<file path="config.mk">
export PLATFORM = sky130hd
export DESIGN_NAME = core_sequencer
export DESIGN_NICKNAME = d
export VERILOG_FILES = /design/src/rtl/core_sequencer_pkg.sv /design/src/rtl/core_sequencer.sv
export SDC_FILE = /design/constraint.sdc
export NUM_CORES = 1
export LEC_CHECK = 0
export BUFFER_PORTS_ARGS = -buffer_cell sky130_fd_sc_hd__buf_4
export CAP_MARGIN = 20
export CORE_MARGIN = 5
export CORE_UTILIZATION = 55
export CTS_BUF_LIST = sky130_fd_sc_hd__clkbuf_4
export CTS_CLUSTER_SIZE = 28
export DETAILED_ROUTE_END_ITERATION = 8
export PLACE_DENSITY = 0.81
export REMOVE_ABC_BUFFERS = 1
export SYNTH_ARGS = -nofsm -noshare
export SYNTH_HDL_FRONTEND = slang
export SYNTH_SLANG_ARGS = --single-unit
</file>
<file path="constraint.sdc">
create_clock -name clk -period 4.8 [get_ports clk]
set_input_delay 0 -clock clk [delete_from_list [all_inputs] [get_ports clk]]
set_output_delay 0 -clock clk [all_outputs]
set_load 0.005 [all_outputs]
</file>
<file path="src/rtl/core_sequencer_pkg.sv">
// Shared definitions for the core sequencer: execution states, opcodes and
// the control bundle with its datapath write-mask helper.
package core_sequencer_pkg;

    localparam int BRANCH_DEPTH_W = 8;

    typedef enum logic [1:0] {
        CORE_S   = 2'd0,
        STALL_S  = 2'd1,
        BRANCH_S = 2'd2
    } core_state;

    typedef enum logic [3:0] {
        INC = 4'd0,
        DEC = 4'd1,
        MVR = 4'd2,
        MVL = 4'd3,
        CBF = 4'd4,
        CBB = 4'd5,
        PUT = 4'd6,
        GET = 4'd7,
        PSH = 4'd8,
        POP = 4'd9,
        HLT = 4'd10
    } op_code;

    typedef enum logic {
        DISABLE = 1'b0,
        ENABLE  = 1'b1
    } write_en;

    typedef enum logic [1:0] {
        MEM_READ  = 2'd0,
        MEM_WRITE = 2'd1,
        MEM_IDLE  = 2'd2
    } mem_op_t;

    typedef struct packed {
        core_state state;
        logic      pc_write;
        write_en   acc_write;
        write_en   stack_write;
        write_en   head_write;
        write_en   cache_write;
        mem_op_t   mem_op;
    } control_bundle_s;

    // Every datapath consumer masks through this so a stalled or scanning
    // core can never commit architectural state.
    function automatic control_bundle_s apply_write_mask(input control_bundle_s bundle,
                                                         input logic write_mask);
        control_bundle_s masked;
        masked = bundle;
        if (write_mask) begin
            masked.acc_write   = DISABLE;
            masked.stack_write = DISABLE;
            masked.head_write  = DISABLE;
            masked.cache_write = DISABLE;
            masked.mem_op      = MEM_READ;
        end
        return masked;
    endfunction

endpackage

</file>
<file path="src/rtl/core_sequencer.sv">
// Registered execution state of the core: passes decoder controls through in
// CORE_S, idles one cycle in STALL_S, and scans to the matching CBB in BRANCH_S.
//
// state    | meaning
// ---------+-----------------------------------------------------------
// CORE_S   | normal execution, decoder controls pass straight through
// STALL_S  | one idle cycle with writes masked, then the PC advances
// BRANCH_S | skip forward counting brace depth until the matching CBB
module core_sequencer
    import core_sequencer_pkg::*;
#(
    parameter int DEPTH_W = BRANCH_DEPTH_W
) (
    input  logic               clk,
    input  logic               rst_n,
    input  op_code             instruction,
    input  core_state          req_state,
    input  logic               req_pc_write,
    output core_state          state,
    output logic               write_mask,
    output logic               pc_write,
    output logic [DEPTH_W-1:0] branch_depth,
    output logic               depth_error
);

    localparam logic [DEPTH_W-1:0] DEPTH_MAX = {DEPTH_W{1'b1}};
    localparam logic [DEPTH_W-1:0] DEPTH_ONE = DEPTH_W'(1);

    core_state          state_q;
    logic [DEPTH_W-1:0] depth_q;
    logic               error_q;

    always_ff @(posedge clk or negedge rst_n) begin
        if (!rst_n) begin
            state_q <= CORE_S;
            depth_q <= '0;
            error_q <= 1'b0;
        end else begin
            case (state_q)
                CORE_S: begin
                    state_q <= req_state;
                    depth_q <= (req_state == BRANCH_S) ? DEPTH_ONE : '0;
                end
                STALL_S: begin
                    state_q <= CORE_S;
                    depth_q <= '0;
                end
                BRANCH_S: begin
                    case (instruction)
                        CBF: begin
                            if (depth_q == DEPTH_MAX) begin
                                error_q <= 1'b1;
                            end else begin
                                depth_q <= depth_q + DEPTH_ONE;
                            end
                        end
                        CBB: begin
                            // depth 0 should be unreachable here; treat it as a match
                            if (depth_q <= DEPTH_ONE) begin
                                state_q <= CORE_S;
                                depth_q <= '0;
                            end else begin
                                depth_q <= depth_q - DEPTH_ONE;
                            end
                        end
                        default: ;
                    endcase
                end
                default: begin
                    state_q <= CORE_S;
                    depth_q <= '0;
                end
            endcase
        end
    end

    // An unknown encoding lasts one cycle; hold the datapath and PC still during it.
    always_comb begin
        write_mask = 1'b1;
        pc_write   = 1'b0;
        case (state_q)
            CORE_S: begin
                write_mask = 1'b0;
                pc_write   = req_pc_write;
            end
            STALL_S, BRANCH_S: begin
                write_mask = 1'b1;
                pc_write   = 1'b1;
            end
            default: ;
        endcase
    end

    assign state        = state_q;
    assign branch_depth = depth_q;
    assign depth_error  = error_q;

endmodule

</file>
==> results of run 1 <==
==> power groups by stage <==
stage / Sequential [W] / Combinational, W / Clock (W)
detailed placement: 0.000124 / 0.000201 / 0
CTS: 0.000123 / 0.000202 / 0.0000706
global placement: 0.000123 / 0.000197 / 0
finish: 0.000123 / 0.000203 / 0.0000696
floorplan: 0.000123 / 0.000119 / 0
global route: 0.000127 / 0.000224 / 0.0000782
==> logic make-up (layout without fill, tap and decap cells) <==
group	Yosys count	in the layout	share of synthesized area
simple gates	38	38	0.230
compound gates	30	30	0.245
buf+inv	16	34	0.0848
flops	11	11	0.296
fa+ha+maj	6	6	0.0808
mux	5	5	0.0538
xor+xnor	1	1	0.00942
==> registers in the layout, summed over array words and instances, names as in the netlist <==
register,flops
branch_depth,8
depth_error,1
state,2
==> final cells by class <==
class	count	area (um2)	area share
Timing Repair Buffer	22	168	0.153
Tap cell	16	20.0	0.0182
Clock buffer	4	30.0	0.0273
Sequential cell	11	275	0.251
Multi-Input combinational cell	80	576	0.524
Inverter	8	30.0	0.0273
==> worst register-to-register path, cell delays in order (launching register included) <==
cell and delay, ns:
sky130_fd_sc_hd__dfrtp_1 0.45, sky130_fd_sc_hd__ha_1 0.25, sky130_fd_sc_hd__nand4_2 0.17, sky130_fd_sc_hd__o31ai_2 0.80, sky130_fd_sc_hd__a21oi_1 0.09, sky130_fd_sc_hd__a221oi_1 0.31
==> how the worst max path moves through the flow <==
stage                                            from                     endpoint  slack (ns)  cells past startpoint
after detailed placement  branch_depth[0]$_DFFE_PN0P_  branch_depth[1]$_DFFE_PN0P_        2.66                      5
final                     branch_depth[0]$_DFFE_PN0P_  branch_depth[1]$_DFFE_PN0P_        2.62                      5
after global routing      branch_depth[0]$_DFFE_PN0P_  branch_depth[1]$_DFFE_PN0P_        2.41                      5
after floorplan           branch_depth[0]$_DFFE_PN0P_  branch_depth[1]$_DFFE_PN0P_        2.94                      5
after CTS                 branch_depth[0]$_DFFE_PN0P_  branch_depth[1]$_DFFE_PN0P_        2.63                      5
after global placement    branch_depth[0]$_DFFE_PN0P_  branch_depth[1]$_DFFE_PN0P_        2.82                      5
==> metrics by stage <==
| step | std cells | hold slack [ns] |
|---|---|---|
| after detailed placement | 136 | -0.155 |
| final | 141 | 0.00375 |
| after global routing | 141 | 0.00770 |
| after CTS | 141 | 0.00735 |
| after floorplan | 99 | -0.296 |
| after global placement | 136 | -0.156 |
==> synth_stat cells (all sizes together) (2+ instances only) <==
master	count	area, um2
dfrtp	11	275
nand2	11	41.3
a21oi	8	43.8
inv	8	30.0
buf	7	43.8
nor2	7	26.3
ha	6	75.1
o211ai	6	45.0
mux2i	5	50.1
nand3	4	20.0
nand4	3	25.0
nor3	3	15.0
and3	2	12.5
o31ai	2	25.0
or3	2	12.5
==> repair_timing <==
action                    CTS  global route
buffers inserted            0             0
hold endpoints to repair   11             0
hold buffers                1             0
==> metal layers <==
layer  share of wire  routed length (um)  GRT usage  vias up
li1                -                   -          -      432
met1            0.42                 985      0.249      430
met3           0.093                 219     0.0465       11
met4           0.028                  65     0.0987        0
met5               0                   0          0        -
met2            0.46                1090      0.335       51
==> metrics.md, run 1 <==
| Metric | Value |
|---|---|
| Internal Dissipation | `0.000233 W` |
| Proportion of power drawn by flip-flops and latches | `0.311` |
| Top FF cell, synth | `sky130_fd_sc_hd__dfrtp_1` |
| Yosys warning total | `0` |
| Root cell of the clock tree | `sky130_fd_sc_hd__clkbuf_4` |
| Final Max Slew Viols | `0` |
| RSZ-0062 raised after global routing | `no` |
| Clk network pwr share | `0.176` |
| Hold worst-path end | `state[1]$_DFFE_PN0P_` |
| Number of input and output port buffers inserted | `21` |
| Placement row count | `14` |
| DRT antenna net count | `0` |
| Most common cell after layout, fill and taps aside | `sky130_fd_sc_hd__buf_4` |
| Aggregate routed wire length | `2.36 mm` |
| Critical path data arrival time | `2.34 ns` |
| First-pass GRT wire length | `3.95 mm` |
| Clock tree skew after final layout | `0.00451 ns` |
| Critical path peak fanout | `14` |
| Final net count | `141` |
| Post-route setup slack | `2.62 ns` |
| Final Hold Fails | `0` |
| Starting density of the core | `0.596` |
| Pin count of the biggest net entering global routing | `15` |
| Total of fill cells in the finished design | `132` |
| Num CTS Buffers | `3` |
| Combinational share of power | `0.513` |
| Clock latency on the worst-skew pair | `0.27 ns` |
| Layout cells sized above 1 | `0.272` |
| Final core utilization | `0.705` |
| Horizontal extent of the die | `51.1 um` |
| Largest stage delay, worst path | `0.80 ns` |
| Mean instance size in the synthesized netlist | `8.69 um2` |
| Number of unique standard cell types used by synthesis | `41` |
| Cell area power density | `360 mW/mm2` |
| Highest-delay cell along the critical path | `sky130_fd_sc_hd__o31ai_2` |
| Initial drt markers | `48` |
| Critical register-to-register path startpoint | `branch_depth[0]$_DFFE_PN0P_` |
| Worst hold start | `req_state[1]` |
| H-tree levels | `1` |
| Max-cap violation count | `0` |
| Placer Congestion | `0.909` |
| Crit end category | `flip-flop` |
| FF-to-FF path depth | `5` |
| Maximum vdd drop | `0.337 mV` |
| Most used cells in the layout excluding fill and tap cells | `21 x sky130_fd_sc_hd__buf_4, 11 x sky130_fd_sc_hd__nand2_1, 11 x sky130_fd_sc_hd__dfrtp_1` |
| Cell area after synthesis | `930 um2` |
| Worst setup path category | `reg -> reg` |
| Synthesis-to-layout area growth | `18.2%` |
| Count of flip-flops with a built-in enable after synthesis | `0` |
| Kind of path behind the tightest hold check | `in -> reg` |
| Overflow left after global routing | `0` |
| Total clock sinks | `11` |
| # DRC | `0` |
| Clock period minus final worst setup slack | `2.18 ns` |
| Final antenna diode count | `0` |
| Period utilisation layout | `0.453` |
| Total Neg Setup Slack | `0 ns` |
| Worst path buffer plus inverter count | `0` |
| Average wire per cell in the routed design | `16.8 um` |
| Worst Max-Slew Pin Slew | `0.900 ns` |
| Share of synthesized flip-flops with an asynchronous set or reset | `1.00` |
| Clock-pin slew of the registers on the worst-case setup and hold paths | `0.07 ns` |
| Family with the most delay on the worst path | `compound AO/OA/AOI/OAI gates` |
| Post-CTS sizing | `0` |
| Gate count of the mapped netlist | `107` |
| Fraction of power spent switching nets | `0.411` |
| Leakage power figure | `0.494 nW` |
| Startpoint class of the critical path | `flip-flop` |
| Register area share after synthesis | `0.296` |
| Peak Freq | `0.460 GHz` |
| Placeable core region | `0.00156 mm2` |
| Net switching power | `0.000163 W` |
| Result of the run | `complete, no violations` |
| Vias per std cell | `6.55` |
| Overall die area | `0.00261 mm2` |
| Die Ht | `51.1 um` |
| Relative slew margins | `0.396` |
| Internal reg-to-reg setup slack | `2.62 ns` |
| Number of global-route vias before repair | `861` |
| Placement-stage cell area | `0.00106 mm2` |
| DPL Wire Length | `1.79 mm` |
| Register bit count reported by yosys | `11` |
| Hold path cells | `3` |
| Post-place setup slack | `2.66 ns` |
| Total global routing track utilization | `0.203` |
| CTS tree | `yes` |
| Antenna violations before repair | `0` |
| Number of setup violations in the final report | `0` |
| Max Root-Sink Buffers | `2` |
| Cell chain of the critical path | `ha_1, nand4_2, o31ai_2, a21oi_1, a221oi_1` |
| Required time of the critical path | `4.97 ns` |
| # IOs | `22` |
| Cell area after layout | `0.00110 mm2` |
| Endpoint of the most critical register-to-register path | `branch_depth[1]$_DFFE_PN0P_` |
| Number of detailed-route iterations in the first pass | `4` |
| Total number of vias | `924` |
| Post-layout total power | `0.000396 W` |
Note: power is estimated with default switching activity, not from simulation.
==> run 2, diff against run 1 <==
--- a/config.mk
+++ b/config.mk
@@ -5,6 +5,7 @@
 export SDC_FILE = /design/constraint.sdc
 export NUM_CORES = 1
 export LEC_CHECK = 0
+export ABC_AREA = 1
 export BUFFER_PORTS_ARGS = -buffer_cell sky130_fd_sc_hd__buf_4
 export CAP_MARGIN = 20
 export CORE_MARGIN = 5
@@ -12,7 +13,7 @@
 export CTS_BUF_LIST = sky130_fd_sc_hd__clkbuf_4
 export CTS_CLUSTER_SIZE = 28
 export DETAILED_ROUTE_END_ITERATION = 8
-export PLACE_DENSITY = 0.81
+export PLACE_DENSITY = 0.8
 export REMOVE_ABC_BUFFERS = 1
 export SYNTH_ARGS = -nofsm -noshare
 export SYNTH_HDL_FRONTEND = slang
==> constraint.sdc (replaced) <==
create_clock -name clk -period 2.15 [get_ports clk]
set_input_delay 0 -clock clk [delete_from_list [all_inputs] [get_ports clk]]
set_output_delay 0 -clock clk [all_outputs]
set_load 0.005 [all_outputs]
==> metrics.md, run 2 <==
| Metric | Value |
|---|---|
| Clock tree skew after final layout | `0.000735 ns (-0.00377 ns)` |
| Dominant cell by count in the synthesized netlist | `sky130_fd_sc_hd__nand2_1` |
| Worst setup path category | `reg -> reg` |
| Internal reg-to-reg setup slack | `0.43 ns (-2.20 ns)` |
| Post-layout total power | `0.00115 W (+190%)` |
| Endpoint of the most critical register-to-register path | `branch_depth[2]$_DFFE_PN0P_` |
| Peak Freq | `0.580 GHz (+26%)` |
| Met1 capacity usage during global routing | `0.288 (+0.0391)` |
| Average wire per cell in the routed design | `12.3 um (-27%)` |
| First-pass GRT wire length | `4.42 mm (+12%)` |
| Cell area power density | `904 mW/mm2 (+150%)` |
| Most used routing layer in global routing | `met2` |
| Cell chain of the critical path | `inv_1, ha_1, nor2_1, nor2_1, nand3_2, nand2_2, nor2_1, nand2_2, o21ai_2` |
| Antenna violations before repair | `0 (unchanged)` |
| Register bit count reported by yosys | `11 (unchanged)` |
| Highest-delay cell along the critical path | `sky130_fd_sc_hd__dfrtp_1` |
| FF-to-FF path depth | `9 (+4)` |
| Count of flip-flops with a built-in enable after synthesis | `0 (unchanged)` |
| Root cell of the clock tree | `sky130_fd_sc_hd__clkbuf_4` |
| Critical register-to-register path startpoint | `branch_depth[0]$_DFFE_PN0P_` |
| Register area share after synthesis | `0.267 (-0.0288)` |
| Overall die area | `0.00284 mm2 (+8.6%)` |
| Final core utilization | `0.728 (+0.0237)` |
| Placement row count | `15 (+1)` |
| DPL Wire Length | `2.07 mm (+15%)` |
| Number of detailed-route iterations in the first pass | `4 (unchanged)` |
| Synth top area cells | `sky130_fd_sc_hd__dfrtp_1 27%, sky130_fd_sc_hd__nand2_1 19%, sky130_fd_sc_hd__nand3_1 8.7%, sky130_fd_sc_hd__ha_1 7.3%, sky130_fd_sc_hd__inv_1 7.3%` |
| Final antenna diode count | `0 (unchanged)` |
| Total Neg Setup Slack | `0 ns (unchanged)` |
| Post-route setup slack | `0.425 ns (-2.20 ns)` |
| Family with the most delay on the worst path | `simple AND/OR/NAND/NOR gates` |
| Total number of vias | `1093 (+18%)` |
| # IOs | `22 (unchanged)` |
| Total clock sinks | `11 (unchanged)` |
| Initial drt markers | `46 (-4.2%)` |
| Placer Congestion | `0.920 (+1.2%)` |
| Num CTS Buffers | `3 (unchanged)` |
| Die Ht | `53.3 um (+4.2%)` |
| Kind of path behind the tightest hold check | `in -> async` |
| Synthesis-to-layout area growth | `23.5%` |
| Final net count | `203 (+44%)` |
| Worst Max-Slew Pin Slew | `0.323 ns (-0.577 ns)` |
| Cell taking the most area after synthesis | `sky130_fd_sc_hd__dfrtp_1` |
| DRT antenna net count | `0 (unchanged)` |
| Overflow left after global routing | `0 (unchanged)` |
| Total global routing track utilization | `0.213 (+0.0102)` |
| Yosys warning total | `0 (unchanged)` |
| Most repeated library cell on the critical path | `sky130_fd_sc_hd__nor2_1` |
| Capture point of the worst path | `branch_depth[2]$_DFFE_PN0P_` |
| Number of unique standard cell types used by synthesis | `23 (-44%)` |
| Relative slew margins | `0.785 (+0.388)` |
| Required time of the critical path | `2.31 ns (-2.66 ns)` |
| Crit end category | `flip-flop` |
| Largest stage delay, worst path | `0.46 ns (-0.34 ns)` |
| Result of the run | `complete, no violations` |
| Critical path peak fanout | `7 (-7)` |
| Origin of the worst setup path | `branch_depth[0]$_DFFE_PN0P_` |
| Clock latency on the worst-skew pair | `0.27 ns (about the same)` |
| Post-Layout Cell Count | `212 (+50%)` |
| Total instance count after detailed placement | `205 (+51%)` |
| Clock-pin slew of the registers on the worst-case setup and hold paths | `0.07 ns (about the same)` |
| Gate count of the mapped netlist | `160 (+50%)` |
| Pin count of the biggest net entering global routing | `12 (-3)` |
| Area used by sequential logic in the layout | `275 um2 (unchanged)` |
| # DRC | `0 (unchanged)` |
| Critical path depth | `9 (+4)` |
| Number of global-route vias before repair | `997 (+16%)` |
| Met2 track demand over resource in global routing | `0.335 (about the same)` |
| Critical path data arrival time | `1.89 ns (-0.45 ns)` |
| Share of synthesized flip-flops with an asynchronous set or reset | `1.00 (unchanged)` |
| Vias per std cell | `5.16 (-21%)` |
| Top cell type's share of synthesized area | `0.267 (-0.0288)` |
| Max-cap violation count | `0 (unchanged)` |
| Worst path buffer plus inverter count | `1 (+1)` |
| Most common cell after layout, fill and taps aside | `sky130_fd_sc_hd__nand2_1` |
| Layout cells sized above 1 | `0.225 (-0.0474)` |
| Top FF cell, synth | `sky130_fd_sc_hd__dfrtp_1` |
| RSZ-0062 raised after global routing | `no` |
| Max Root-Sink Buffers | `2 (unchanged)` |
| Number of flip-flops under the largest register name | `8 (unchanged)` |
| Post-synth top cells | `51 x sky130_fd_sc_hd__nand2_1, 20 x sky130_fd_sc_hd__inv_1, 19 x sky130_fd_sc_hd__nor2_1` |
| Period utilisation layout | `0.802 (+0.349)` |
| Starting density of the core | `0.590 (-0.00634)` |
| Leakage power figure | `0.721 nW (+46%)` |
| Final Max Slew Viols | `0 (unchanged)` |
| Horizontal extent of the die | `53.3 um (+4.2%)` |
| Placeable core region | `0.00175 mm2 (+12%)` |
| Total of fill cells in the finished design | `156 (+18%)` |
| Post-place setup slack | `0.427 ns (-2.23 ns)` |
| Mean instance size in the synthesized netlist | `6.44 um2 (-26%)` |
| Number of input and output port buffers inserted | `21 (unchanged)` |
| Final Hold Fails | `0 (unchanged)` |
| Clock period minus final worst setup slack | `1.72 ns (-0.450 ns)` |
| Aggregate routed wire length | `2.61 mm (+10%)` |
| Area of combinational cells with multiple inputs | `661 um2 (+15%)` |
| Met3 capacity usage during global routing | `0.0282 (-0.0183)` |
| Startpoint class of the critical path | `flip-flop` |
| Cell area after synthesis | `0.00103 mm2 (+11%)` |
| Post-CTS sizing | `0 (unchanged)` |
| Number of setup violations in the final report | `0 (unchanged)` |
| H-tree levels | `1 (unchanged)` |
| Maximum vdd drop | `0.701 mV (+110%)` |
| CTS tree | `yes` |
| Most used cells in the layout excluding fill and tap cells | `51 x sky130_fd_sc_hd__nand2_1, 21 x sky130_fd_sc_hd__buf_4, 20 x sky130_fd_sc_hd__inv_1` |
run 2: cell types whose count changed after synthesis, moves of 3 or more:
cell	delta
sky130_fd_sc_hd__nand2_1	+40
sky130_fd_sc_hd__inv_1	+12
sky130_fd_sc_hd__nand2_2	+3
sky130_fd_sc_hd__buf_2	-5
sky130_fd_sc_hd__a21oi_1	-5
sky130_fd_sc_hd__nor2_1	+12
sky130_fd_sc_hd__nand3_1	+14
sky130_fd_sc_hd__nor2_4	+3
sky130_fd_sc_hd__o211ai_1	-6
sky130_fd_sc_hd__o21ai_0	+10
sky130_fd_sc_hd__nor2_2	+3
sky130_fd_sc_hd__nor3_1	-3
sky130_fd_sc_hd__mux2i_1	-5
run 2: worst min path at each step:
stage / slack (ns) / to / cells past startpoint / from
floorplan: -0.30 / branch_depth[0]$_DFFE_PN0P_ / 0 / rst_n
global placement: -0.15 / branch_depth[4]$_DFFE_PN0P_ / 1 / rst_n
detailed placement: -0.15 / branch_depth[1]$_DFFE_PN0P_ / 1 / rst_n
CTS: 0.11 / branch_depth[4]$_DFFE_PN0P_ / 2 / rst_n
global route: 0.13 / branch_depth[4]$_DFFE_PN0P_ / 2 / rst_n
finish: 0.11 / branch_depth[1]$_DFFE_PN0P_ / 2 / rst_n
run 2: area by class of cell:
type / count / area share
Tap cell: 25 / 0.0246
Clock buffer: 4 / 0.0236
Sequential cell: 11 / 0.217
Timing Repair Buffer: 24 / 0.148
Multi-Input combinational cell: 126 / 0.520
Inverter: 22 / 0.0679
run 2: cells by family after synthesis:
group                    after synthesis  synth area share
buffers and inverters                 23            0.0911
AO/OA/AOI/OAI                         14            0.0717
XOR/XNOR                               1           0.00851
AND/OR/NAND/NOR                      105             0.488
flip-flops                            11             0.267
adder cells (fa/ha/maj)                6            0.0729
run 2: metal layers:
| metal | up-vias | share of wire |
|---|---|---|
| met5 | - | 0 |
| met4 | 0 | 0.016 |
| met3 | 6 | 0.064 |
| met2 | 42 | 0.47 |
| met1 | 489 | 0.45 |
| li1 | 556 | - |
run 2: power breakdown:
| group | switching (W) | internal (W) | total [W] |
|---|---|---|---|
| Combinational | 0.000402 | 0.000293 | 0.000694 |
| Clock | 0.0000688 | 0.0000846 | 0.000153 |
| Sequential | 0.0000567 | 0.000245 | 0.000301 |
run 2: through the flow:
stage | hold WS (ns) | cell area (um2)
floorplan | -0.296 | 1020
global route | 0.126 | 1270
CTS | 0.107 | 1270
detailed placement | -0.153 | 1210
global placement | -0.154 | 1210
finish | 0.113 | 1270
run 2: worst register-to-register path: stages, from the launching register on:
cell and delay, ns:
sky130_fd_sc_hd__dfrtp_1 0.46, sky130_fd_sc_hd__inv_1 0.18, sky130_fd_sc_hd__ha_1 0.30, sky130_fd_sc_hd__nor2_1 0.07, sky130_fd_sc_hd__nor2_1 0.16, sky130_fd_sc_hd__nand3_2 0.10
sky130_fd_sc_hd__nand2_2 0.15, sky130_fd_sc_hd__nor2_1 0.07, sky130_fd_sc_hd__nand2_2 0.07, sky130_fd_sc_hd__o21ai_2 0.05
run 2: timing repair:
action / CTS / global route
endpoints found under the hold margin: 13 / 0
hold buffers: 3 / 0
buffers inserted: 0 / 0
==> run 3, diff against run 2 <==
--- a/config.mk
+++ b/config.mk
@@ -5,7 +5,7 @@
 export SDC_FILE = /design/constraint.sdc
 export NUM_CORES = 1
 export LEC_CHECK = 0
-export ABC_AREA = 1
+export ABC_AREA = 0
 export BUFFER_PORTS_ARGS = -buffer_cell sky130_fd_sc_hd__buf_4
 export CAP_MARGIN = 20
 export CORE_MARGIN = 5
@@ -13,7 +13,7 @@
 export CTS_BUF_LIST = sky130_fd_sc_hd__clkbuf_4
 export CTS_CLUSTER_SIZE = 28
 export DETAILED_ROUTE_END_ITERATION = 8
-export PLACE_DENSITY = 0.8
+export PLACE_DENSITY = 0.81
 export REMOVE_ABC_BUFFERS = 1
 export SYNTH_ARGS = -nofsm -noshare
 export SYNTH_HDL_FRONTEND = slang
==> constraint.sdc (replaced) <==
create_clock -name clk -period 1.6 [get_ports clk]
set_input_delay 0 -clock clk [delete_from_list [all_inputs] [get_ports clk]]
set_output_delay 0 -clock clk [all_outputs]
set_load 0.005 [all_outputs]
==> metrics.md, run 3 (synthesis results as in run 1) <==
| Metric | Value |
|---|---|
| Synthesis-to-layout area growth | `53.3%` |
| Final antenna diode count | `0 (unchanged)` |
| Result of the run | `complete, but fails checks` |
| Root cell of the clock tree | `sky130_fd_sc_hd__clkbuf_4` |
| Worst path buffer plus inverter count | `2 (+1)` |
| Peak Freq | `0.601 GHz (+3.7%)` |
| Highest-delay cell along the critical path | `sky130_fd_sc_hd__dfrtp_2` |
| Clock period minus final worst setup slack | `1.66 ns (-0.0619 ns)` |
| Net switching power | `0.000625 W (+18%)` |
| Vias per std cell | `6.73 (+31%)` |
| Most common cell after layout, fill and taps aside | `sky130_fd_sc_hd__buf_4` |
| Leakage power figure | `0.640 nW (-11%)` |
| Final Hold Fails | `0 (unchanged)` |
| First-pass GRT wire length | `5.13 mm (+16%)` |
| Num CTS Buffers | `3 (unchanged)` |
| Proportion of power drawn by flip-flops and latches | `0.253 (-0.009)` |
| Number of setup violations in the final report | `6 (+6)` |
| Post-route setup slack | `-0.0627 ns (-0.488 ns)` |
| Horizontal extent of the die | `51.1 um (-4.1%)` |
| Total clock sinks | `11 (unchanged)` |
| Critical path peak fanout | `5 (-2)` |
| CTS tree | `yes` |
| Overall die area | `0.00261 mm2 (-7.9%)` |
| Crit end category | `flip-flop` |
| Cell chain of the critical path | `ha_4, nand4_2, o31ai_4, buf_6, buf_4, o211ai_1, o41ai_2` |
| Average wire per cell in the routed design | `21.3 um (+73%)` |
| Overflow left after global routing | `0 (unchanged)` |
| Aggregate routed wire length | `3.56 mm (+37%)` |
| Total of fill cells in the finished design | `66 (-58%)` |
| Die Ht | `51.1 um (-4.1%)` |
| Internal Dissipation | `0.000887 W (+43%)` |
| Placeable core region | `0.00156 mm2 (-11%)` |
| Worst setup path category | `reg -> reg` |
| # IOs | `22 (unchanged)` |
| Number of detailed-route iterations in the first pass | `4 (unchanged)` |
| Antenna violations before repair | `0 (unchanged)` |
| Cell area power density | `1060 mW/mm2 (+17%)` |
| Pin count of the biggest net entering global routing | `13 (+1)` |
| Required time of the critical path | `1.77 ns (-0.54 ns)` |
| Total number of vias | `1124 (+2.8%)` |
| Clock tree skew after final layout | `0.00565 ns (+0.00492 ns)` |
| Family with the most delay on the worst path | `compound AO/OA/AOI/OAI gates` |
| Startpoint class of the critical path | `flip-flop` |
| Relative slew margins | `0.638 (-0.147)` |
| Most used cells in the layout excluding fill and tap cells | `42 x sky130_fd_sc_hd__buf_4, 11 x sky130_fd_sc_hd__nand2_1, 7 x sky130_fd_sc_hd__nor2_1, 7 x sky130_fd_sc_hd__dfrtp_1` |
| Max-cap violation count | `0 (unchanged)` |
| Critical path data arrival time | `1.83 ns (-0.06 ns)` |
| # DRC | `0 (unchanged)` |
| Post-layout total power | `0.00151 W (+32%)` |
| Initial drt markers | `88 (+91%)` |
| Kind of path behind the tightest hold check | `in -> reg` |
| Placement row count | `14 (-1)` |
| DPL Wire Length | `2.18 mm (+5.3%)` |
| Violations in the final reports | `setup timing` |
| Clock latency on the worst-skew pair | `0.28 ns (about the same)` |
| DRT antenna net count | `0 (unchanged)` |
| Starting density of the core | `0.596 (+0.00634)` |
| Maximum vdd drop | `1.31 mV (+86%)` |
| Number of flip-flops under the largest register name | `8 (unchanged)` |
| Number of global-route vias before repair | `1065 (+6.8%)` |
| Final net count | `167 (-18%)` |
| Final Max Slew Viols | `0 (unchanged)` |
| Combinational share of power | `0.605 (about the same)` |
| H-tree levels | `1 (unchanged)` |
| Largest stage delay, worst path | `0.45 ns (about the same)` |
| Layout cells sized above 1 | `0.510 (+0.285)` |
| Number of input and output port buffers inserted | `21 (unchanged)` |
| Fraction of power spent switching nets | `0.413 (-0.0456)` |
| Period utilisation layout | `1.04 (+0.237)` |
| Worst Max-Slew Pin Slew | `0.541 ns (+0.218 ns)` |
| Placer Congestion | `0.908 (-1.3%)` |
| Max Root-Sink Buffers | `2 (unchanged)` |
| Clk network pwr share | `0.143 (+0.010)` |
| Clock-pin slew of the registers on the worst-case setup and hold paths | `0.07 ns (about the same)` |
| Internal reg-to-reg setup slack | `-0.06 ns (-0.49 ns)` |
| Total global routing track utilization | `0.265 (+0.0524)` |
| Total Neg Setup Slack | `-0.268 ns (-0.268 ns)` |
| RSZ-0062 raised after global routing | `yes` |
[run 3: cell count changes in the layout (fill, tap and decap cells not counted), moves of 4 or more]
cell	before	now
sky130_fd_sc_hd__nor2_1	19	7
sky130_fd_sc_hd__o21ai_0	10	0
sky130_fd_sc_hd__mux2i_1	0	5
sky130_fd_sc_hd__o211ai_1	0	6
sky130_fd_sc_hd__dfrtp_1	11	7
sky130_fd_sc_hd__inv_1	20	6
sky130_fd_sc_hd__buf_6	0	4
sky130_fd_sc_hd__dfrtp_2	0	4
sky130_fd_sc_hd__nand2_1	51	11
sky130_fd_sc_hd__buf_4	21	42
sky130_fd_sc_hd__nand3_1	18	3
[run 3: worst paths after layout]
| check | start | cells after the start | end |
|---|---|---|---|
| max | branch_depth[0]$_DFFE_PN0P_ | 7 | branch_depth[2]$_DFFE_PN0P_ |
| min | req_state[1] | 3 | state[1]$_DFFE_PN0P_ |
| max reg2reg | branch_depth[0]$_DFFE_PN0P_ | 7 | branch_depth[2]$_DFFE_PN0P_ |
| min reg2reg | depth_error$_DFFE_PN0P_ | 1 | depth_error$_DFFE_PN0P_ |
| max in group asynchronous | rst_n | 2 | branch_depth[1]$_DFFE_PN0P_ |
| min in group asynchronous | rst_n | 2 | branch_depth[7]$_DFFE_PN0P_ |
[run 3: layer usage]
layer / global-route usage / up-vias / wire length, um
li1: - / 483 / -
met1: 0.336 / 524 / 1360
met2: 0.455 / 94 / 1690
met3: 0.0407 / 23 / 369
met4: 0.0987 / 0 / 143
met5: 0 / - / 0
[run 3: power by group through the flow]
stage	Sequential [W]	Clock (W)	Combinational, W
floorplan	0.000369	0	0.000356
global route	0.000388	0.000239	0.000994
finish	0.000382	0.000216	0.000914
CTS	0.000365	0.000219	0.000797
global placement	0.000364	0	0.000723
detailed placement	0.000368	0	0.000750
[run 3: cell type report]
class	instances	area, um2	area share
Clock buffer	4	30.0	0.0211
Inverter	8	30.0	0.0211
Multi-Input combinational cell	80	684	0.480
Sequential cell	11	280	0.197
Tap cell	16	20.0	0.0140
Timing Repair Buffer	48	380	0.267
[run 3: tightest hold or removal path: cells and delay by family]
kind | cells | cell delay [ns]
mux | 1 | 0.07
buf+inv | 1 | 0.10
simple gates | 1 | 0.08
[run 3: what timing repair did]
action	CTS	global route
pin swaps	4	9
endpoints found under the setup margin	9	10
setup buffers	2	3
hold endpoints to repair	12	0
gates resized for setup	10	19
cloned	1	0
hold buffers	2	0
[run 3: through the flow]
step	util	hold slack, ns	setup WS (ns)	cells	cell area, um2
2_1_floorplan	-	-0.296	-0.255	99	881
6_report	0.914	0.00968	-0.0627	167	1430
5_1_grt	0.914	0.0417	-0.168	167	1430
4_1_cts	0.847	0.0188	-0.0239	165	1320
3_3_place_gp	0.775	-0.153	-0.0338	156	1210
3_5_place_dp	0.775	-0.153	-0.137	156	1210
